### config.mk
export PLATFORM = sky130hd
export DESIGN_NAME = pipe_ctrl
export DESIGN_NICKNAME = d
export VERILOG_FILES = /design/src/rtl/pipe_ctrl.sv
export SDC_FILE = /design/constraint.sdc
export NUM_CORES = 1
export LEC_CHECK = 0
export ABC_AREA = 1
export BUFFER_PORTS_ARGS = -buffer_cell sky130_fd_sc_hd__buf_2
export CAP_MARGIN = 20
export CORE_ASPECT_RATIO = 1.25
export CORE_UTILIZATION = 35
export CTS_BUF_LIST = sky130_fd_sc_hd__clkbuf_4 sky130_fd_sc_hd__clkbuf_8 sky130_fd_sc_hd__clkbuf_16
export CTS_CLUSTER_DIAMETER = 50
export DETAILED_ROUTE_END_ITERATION = 7
export SETUP_SLACK_MARGIN = 0.05
export SYNTH_ARGS = -nofsm -noshare
export SYNTH_HDL_FRONTEND = slang
export SYNTH_SLANG_ARGS = --single-unit
export TNS_END_PERCENT = 30
### constraint.sdc
create_clock -name clk -period 5.7 [get_ports clk]
set_clock_uncertainty 0.15 [all_clocks]
set_input_delay 0.57 -clock clk [delete_from_list [all_inputs] [get_ports clk]]
set_output_delay 0.57 -clock clk [all_outputs]
set_load 0.02 [all_outputs]
### src/rtl/pipe_ctrl.sv
// ---------------------------------------------------------------------------
// pipe_ctrl -- pipeline hazard controller
//
// Merges per-stage stall requests into per-stage stall/bubble controls,
// converts flush requests into per-stage flush controls (holding back a
// flush raised behind an older stalling stage), sequences a multi-cycle
// operation hosted in stage MC_STAGE, and counts stalled cycles for debug.
// Stage 0 is the youngest stage (pc); stage STAGES-1 is the oldest.
//
// Parameters:
//   STAGES    number of pipeline stages
//   MC_STAGE  stage hosting the multi-cycle unit (must be < STAGES)
//   CNT_W     width of the multi-cycle length field
//
// Ports:
//   clk           rising-edge clock
//   rst           synchronous active-high reset
//   stallreq      per-stage stall request (level)
//   flushreq      bit i kills stages 0..i-1 (pulse)
//   mc_start      start a multi-cycle op (pulse)
//   mc_cycles     op length in cycles, sampled with mc_start
//   stall         per-stage hold
//   bubble        bit i: insert a NOP between stage i and i+1
//   flush         per-stage clear
//   mc_busy       multi-cycle op in progress (combinational)
//   mc_done       one-cycle pulse the cycle after an op completes normally
//   stall_cycles  saturating count of cycles with stall[0]=1
//   dbg_state     current multi-cycle FSM state (1 = BUSY)
//
// Multi-cycle handshake: mc_start is a single-cycle request taken only
// while the unit is idle (ignored while busy). An op of N>=1 cycles holds
// mc_busy for exactly N cycles starting with the mc_start cycle, and
// mc_done pulses for one cycle right after the last busy cycle. An op
// aborted by a flush of MC_STAGE never produces mc_done. N=0 produces no
// busy cycle and mc_done on the following cycle.
// ---------------------------------------------------------------------------
module pipe_ctrl #(
    parameter int STAGES   = 5,
    parameter int MC_STAGE = 2,
    parameter int CNT_W    = 6
) (
    input  logic              clk,
    input  logic              rst,
    input  logic [STAGES-1:0] stallreq,
    input  logic [STAGES-1:0] flushreq,
    input  logic              mc_start,
    input  logic [CNT_W-1:0]  mc_cycles,
    output logic [STAGES-1:0] stall,
    output logic [STAGES-2:0] bubble,
    output logic [STAGES-1:0] flush,
    output logic              mc_busy,
    output logic              mc_done,
    output logic [31:0]       stall_cycles,
    output logic              dbg_state
);

    typedef enum logic {
        ST_IDLE = 1'b0,
        ST_BUSY = 1'b1
    } mc_state_e;

    mc_state_e         state_q, state_d;
    logic [CNT_W-1:0]  cnt_q, cnt_d;
    logic [STAGES-1:0] pend_q, pend_d;
    logic              mc_done_q, mc_done_d;
    logic [31:0]       stall_cycles_q, stall_cycles_d;

    logic              start_go;
    logic              busy_raw;
    logic              abort;
    logic [STAGES-1:0] req;
    logic [STAGES-1:0] stall_raw;
    logic [STAGES-1:0] flush_raw;
    logic [STAGES-2:0] bubble_raw;
    logic              acc;
    logic              blocked;
    logic              src;

    // Hazard merge: stall, flush and pending-flush bookkeeping.
    always_comb begin
        start_go  = (state_q == ST_IDLE) && mc_start && (mc_cycles != '0);
        busy_raw  = (state_q == ST_BUSY) || start_go;

        req = stallreq;
        if (busy_raw) begin
            req[MC_STAGE] = 1'b1;
        end

        // Walk from the oldest stage down: once any older stage requests a
        // stall, every younger stage is held as well.
        acc       = 1'b0;
        stall_raw = '0;
        for (int i = STAGES - 1; i >= 0; i--) begin
            acc          = acc | req[i];
            stall_raw[i] = acc;
        end

        // Same oldest-first walk for flushes. 'blocked' is set once a stage
        // older than the current source requests a stall; a blocked source
        // is parked in pend until the older stage lets go.
        blocked   = 1'b0;
        src       = 1'b0;
        flush_raw = '0;
        pend_d    = '0;
        for (int k = STAGES - 1; k >= 0; k--) begin
            src = flushreq[k] | pend_q[k];
            if (blocked) begin
                pend_d[k] = src;
            end else if (src) begin
                for (int j = 0; j < STAGES; j++) begin
                    if (j < k) begin
                        flush_raw[j] = 1'b1;
                    end
                end
            end
            blocked = blocked | req[k];
        end

        // Flushed stages never stall or bubble: the flush wins.
        for (int i = 0; i < STAGES - 1; i++) begin
            bubble_raw[i] = stall_raw[i] & ~stall_raw[i+1] & ~flush_raw[i];
        end

        abort = busy_raw && flush_raw[MC_STAGE];
    end

    // Reset forces every control output low in the same cycle.
    always_comb begin
        stall        = rst ? '0 : (stall_raw & ~flush_raw);
        bubble       = rst ? '0 : bubble_raw;
        flush        = rst ? '0 : flush_raw;
        mc_busy      = busy_raw & ~rst;
        mc_done      = mc_done_q & ~rst;
        stall_cycles = stall_cycles_q;
        dbg_state    = (state_q == ST_BUSY);
    end

    // Multi-cycle sequencer. The mc_start cycle is already the first busy
    // cycle, so BUSY is entered with N-2 remaining and leaves at cnt=0;
    // an op of length 1 never enters BUSY at all.
    always_comb begin
        state_d   = state_q;
        cnt_d     = cnt_q;
        mc_done_d = 1'b0;
        unique case (state_q)
            ST_IDLE: begin
                if (mc_start) begin
                    if (mc_cycles == '0) begin
                        mc_done_d = 1'b1;
                    end else if (!abort) begin
                        if (mc_cycles == CNT_W'(1)) begin
                            mc_done_d = 1'b1;
                        end else begin
                            state_d = ST_BUSY;
                            cnt_d   = mc_cycles - CNT_W'(2);
                        end
                    end
                end
            end
            ST_BUSY: begin
                if (abort) begin
                    state_d = ST_IDLE;
                    cnt_d   = '0;
                end else if (cnt_q == '0) begin
                    state_d   = ST_IDLE;
                    mc_done_d = 1'b1;
                end else begin
                    cnt_d = cnt_q - CNT_W'(1);
                end
            end
            default: begin
                state_d = ST_IDLE;
                cnt_d   = '0;
            end
        endcase

        stall_cycles_d = stall_cycles_q;
        if (stall[0] && (stall_cycles_q != 32'hFFFF_FFFF)) begin
            stall_cycles_d = stall_cycles_q + 32'd1;
        end
    end

    always_ff @(posedge clk) begin
        if (rst) begin
            state_q        <= ST_IDLE;
            cnt_q          <= '0;
            pend_q         <= '0;
            mc_done_q      <= 1'b0;
            stall_cycles_q <= '0;
        end else begin
            state_q        <= state_d;
            cnt_q          <= cnt_d;
            pend_q         <= pend_d;
            mc_done_q      <= mc_done_d;
            stall_cycles_q <= stall_cycles_d;
        end
    end

endmodule

---- Yosys cells after proc, flatten, opt, wreduce, memory -nomap -nowiden ----
Index checks and enable logic that the tools add are counted.
word-level totals
  register bits after elaboration ......... 44
  input bits .............................. 19
  output and inout port bits .............. 49
  word-level logic and storage cells ...... 92
cells by class
  $add $sub $neg .......................... 3
  eq/ne operators ......................... 7
  muxes and demuxes ....................... 32
  bitwise gates (word level) .............. 30
  reduce and logical (&&, ||, !) cells .... 12
operators by type and width
  kind                                                 count
  2-to-1 mux 6 bit                                     6
  adder 32 x 1 -> 32 bit, second input constant        1
  inequality test 32 bit, second input constant        1
  2-to-1 mux 1 bit                                     15
  logical NOT 6 bit                                    2
  2-to-1 mux 4 bit                                     3
  one-hot mux 6 bit (2 select lines)                   1
  AND 1 bit                                            10
  inverter 1 bit                                       10
  inequality test 2 bit, second input constant         4
  bitwise OR 1 bit                                     8
  equality test 6 x 1 -> 1 bit, second input constant  1
  2-to-1 mux 3 bit                                     2
  nonzero test 6 bit                                   1
  OR reduction 2 bit                                   3
  subtractor 6 x 1 -> 6 bit, second input constant     1
  subtractor 6 x 2 -> 6 bit, second input constant     1
  AND 5 bit                                            1
  2-to-1 mux 5 bit                                     1
  inverter 4 -> 5 bit                                  1
  AND reduction 5 bit                                  1
  logical AND 1 bit                                    4
  2-to-1 mux 2 bit                                     2
  one-hot mux 1 bit (2 select lines)                   2
  other kinds (2)                                      2

---- Longest topological paths before layout ----
  depth in word-level cells ............... 12
  mapped depth ............................ 12

---- Worst setup path after synthesis ----
Ideal clock, no wire load.
  path type ............................... in2out
  start point ............................. in flushreq[3]
  end point ............................... out bubble[0]
  arrival time ............................ 1.688 ns
  required time ........................... 4.980 ns
  setup slack ............................. 3.292 ns
  stages .................................. 7
  cells stage by stage .................... nor2_1 o21ai_1 nor2_1 nand2_1 nor2_2 buf_2 and3_1
between the ends
  longest elaborated chain between the ends .. 10
RTL lines
  element             RTL line  text
  start: declaration  45        input logic [STAGES-1:0] flushreq,
  bitwise OR 1 bit *  106       src = flushreq[k] | pend_q[k];
  2-to-1 mux 3 bit *  109       end else if (src) begin
  2-to-1 mux 3 bit *  107       if (blocked) begin
  2-to-1 mux 2 bit    109
  2-to-1 mux 2 bit *  107
  2-to-1 mux 1 bit    109
  2-to-1 mux 1 bit *  107
  inverter 1 bit *    121       bubble_raw[i] = stall_raw[i] & ~stall_raw[i+1] & ~flush_raw[i];
  AND 1 bit *         121
  2-to-1 mux 4 bit *  130       bubble = rst ? '0 : bubble_raw;
  end: declaration    49        output logic [STAGES-2:0] bubble,
Every way passes the cells marked *; elsewhere a longest branch is shown, timed or not.

---- Worst setup path after layout ----
  start point ............................. in rst
  end point ............................... out bubble[0]
between the ends
  longest elaborated chain between the ends .. 1
RTL lines
  element             RTL line  text
  start: declaration  43        input logic rst,
  2-to-1 mux 4 bit    130
Every way passes these cells.

==> out/results.ini <==
[status]
status=finished, final reports clean

[timing]
post-route-period-util_pct=55.9
finalSetupTns_ps=0
finalHoldWorstSlack_ps=339
max-slew-margin-rel_pct=46.8
hold_viol=0
slew_violations=0
rsz0062_at_grt=false
worstMarginPinSlew_ps=798
post-route-min-period_ps=3190
setup_viol=0
fmax_ghz=0.314

[placed_design]
numPortBuffers=65
hpwlAfterDp_um=6450
dpl_cell_area_um2=3410
place.gp.congestion=0.893

[clock_network]
cts_tree=done
cts_root_buf=clkbuf_8
cts_buffer_depth=2
cts_setup_buffers=0
cts_hold_buf=0
numCtsBuffers=5
path_clk_slew_ps=90
cts_max_level=2
clk_latency_ps=300
cts_resized=0
cts_num_sinks=43

[die]
die_h_um=106
core_area_um2=8330
dieWidth_um=85.5
num_rows=37
pin_count=68
start_util_pct=36.6
fp.dieArea_um2=9090

[logic_synthesis]
synthDistinctLibCells=30
syn_avg_cell_area_um2=6.04
synthTopCellsByArea=dfxtp_1 (28%), nand2_1 (19%), nor2_1 (11%)
ys.flop_type=dfxtp_1
yosys-top-cells-count=nand2_1 (153), nor2_1 (90), dfxtp_1 (43)
syn_area_um2=3050
synth-edff-count=0
synth.top_cell.area_share_pct=28.2
synth-seq-cells=43
yosys_warnings=0
synth.yosys.seq_area_share_pct=28.2
synth.largest_area_cell=dfxtp_1
syn_nets=528
yosysMostFrequentCell=nand2_1
async_flop_share_pct=0
synthCells=505

[detailed_routing]
firstDrtPassIters=6
ant_nets=0
post_drt_wl_per_cell_um=13.2
drc=0
vias=3366
via_per_inst=5.11
wl_um=8710
drtIter0Drc=179

[worst_setup_path]
crit_path_max_incr_delay_ps=610
critPathCaptureType=output pin
cp_top_family=buffers and inverters
cp_cell_sequence=buf_2 > inv_1 > nand2_1 > nor2_2 > buf_4 > and3_1 > buf_2
arrival_ps=2470
cp_max_fo=44
path_class=input port to output pin
slowest_stage=buf_2
worstPathRequired_ps=4980
cp-start-kind=input port
path_common_cell=buf_2
crit_buf_inv=4

[finish]
fillers=923
antenna_cells=0
drive_gt1_share_pct=16.7
nets=584
area_growth_pct=14.7
fin_area_um2=3500
postLayoutCoreUtil_pct=42.0

[global_routing]
antenna_found_initial=0
grt_max_degree=45
overflow=0
grt_pass1_wl_um=14800
grt_pass1_vias=3199
track_usage_pct=20.1

[power_and_ir_drop]
ir_drop_uv=107
power_leakage_nw=1.54
p_per_area_nw_per_um2=180

[worst_hold_path]
hp-class=flip-flop to flip-flop

[job]
maxCapViolCount=0

==> layer usage <==
metal / track usage [%] / share of wire [%]
met3: 3.03 / 4.0
met4: 8.69 / 3.6
met2: 36.9 / 50
met1: 22.9 / 42
met5: 0 / 0
==> sequential cells by signal (all words and copies together) (netlist names) <==
register and flops:
stall_cycles 32, dbg_state 1, cnt_q 6, mc_done_q 1
pend_q 3
==> power breakdown <==
part | internal (mW) | leakage (nW) | switching (mW) | total [mW]
Sequential | 0.309 | 0.349 | 0.00811 | 0.317
Combinational | 0.0361 | 1.14 | 0.0697 | 0.106
Clock | 0.0959 | 0.0491 | 0.112 | 0.207
Total | 0.441 | 1.54 | 0.189 | 0.630
==> tightest hold or removal path, delay by kind of cell, from the launching register on <==
| kind | cells | cell delay (ps) |
|---|---|---|
| DFF | 1 | 330 |
| and+or+nand+nor | 1 | 60 |
| AOI/OAI and AO/OA | 1 | 60 |
==> stage by stage <==
stage / worst slack (ps) / power, mW / cells
after floorplan: 3290 / 0.403 / 505
after global placement: 2470 / 0.428 / 651
after detailed placement: 2460 / 0.430 / 651
after CTS: 2460 / 0.636 / 659
after global routing: 2320 / 0.666 / 659
final: 2510 / 0.630 / 659
==> layout by cell type (no fill, tap or decap), types with 2 or more instances in the layout <==
master	synthesis	layout
nand2_1	153	153
nor2_1	90	90
buf_2	4	65
dfxtp_1	43	43
a21oi_1	38	38
inv_1	37	37
nand4_1	33	33
nand3_1	16	16
nand3b_1	13	13
xor2_1	12	12
nor3_1	9	9
xnor2_1	7	7
o21ai_0	7	7
inv_2	5	5
nor2_2	5	5
clkbuf_8	0	5
ha_1	4	4
nand3_2	3	3
buf_4	1	3
or2_2	2	2
clkbuf_4	0	2
==> path summary, 6_finish.rpt <==
| kind | cells after the start | start | endpoint | slack (ps) |
|---|---|---|---|---|
| worst max-delay path | 7 | rst | bubble[0] | 2510 |
| worst min register to register | 2 | cnt_q[0] | cnt_q[0] | 340 |
| worst min-delay path | 2 | cnt_q[0] | cnt_q[0] | 340 |
| worst max register to register | 10 | stall_cycles[0] | stall_cycles[18] | 3040 |
==> layout make-up <==
| cell class | count | area, um^2 | share of cell area, % |
|---|---|---|---|
| multi-input combinational | 401 | 1920 | 54.9 |
| sequential | 43 | 861 | 24.6 |
| timing repair buffer | 68 | 348 | 9.95 |
| inverter | 42 | 158 | 4.51 |
| tap | 97 | 121 | 3.47 |
| clock buffer | 7 | 83.8 | 2.40 |
| clock inverter | 1 | 5.00 | 0.143 |
==> cells by family after synthesis <==
family | share of synthesized area (%)
flip-flops | 28.2
AO/OA/AOI/OAI | 8.21
adder cells (fa/ha/maj) | 1.64
other | 0.123
AND/OR/NAND/NOR | 47.6
XOR/XNOR | 5.46
buffers and inverters | 8.78
Power figures use the tool's default switching activity.
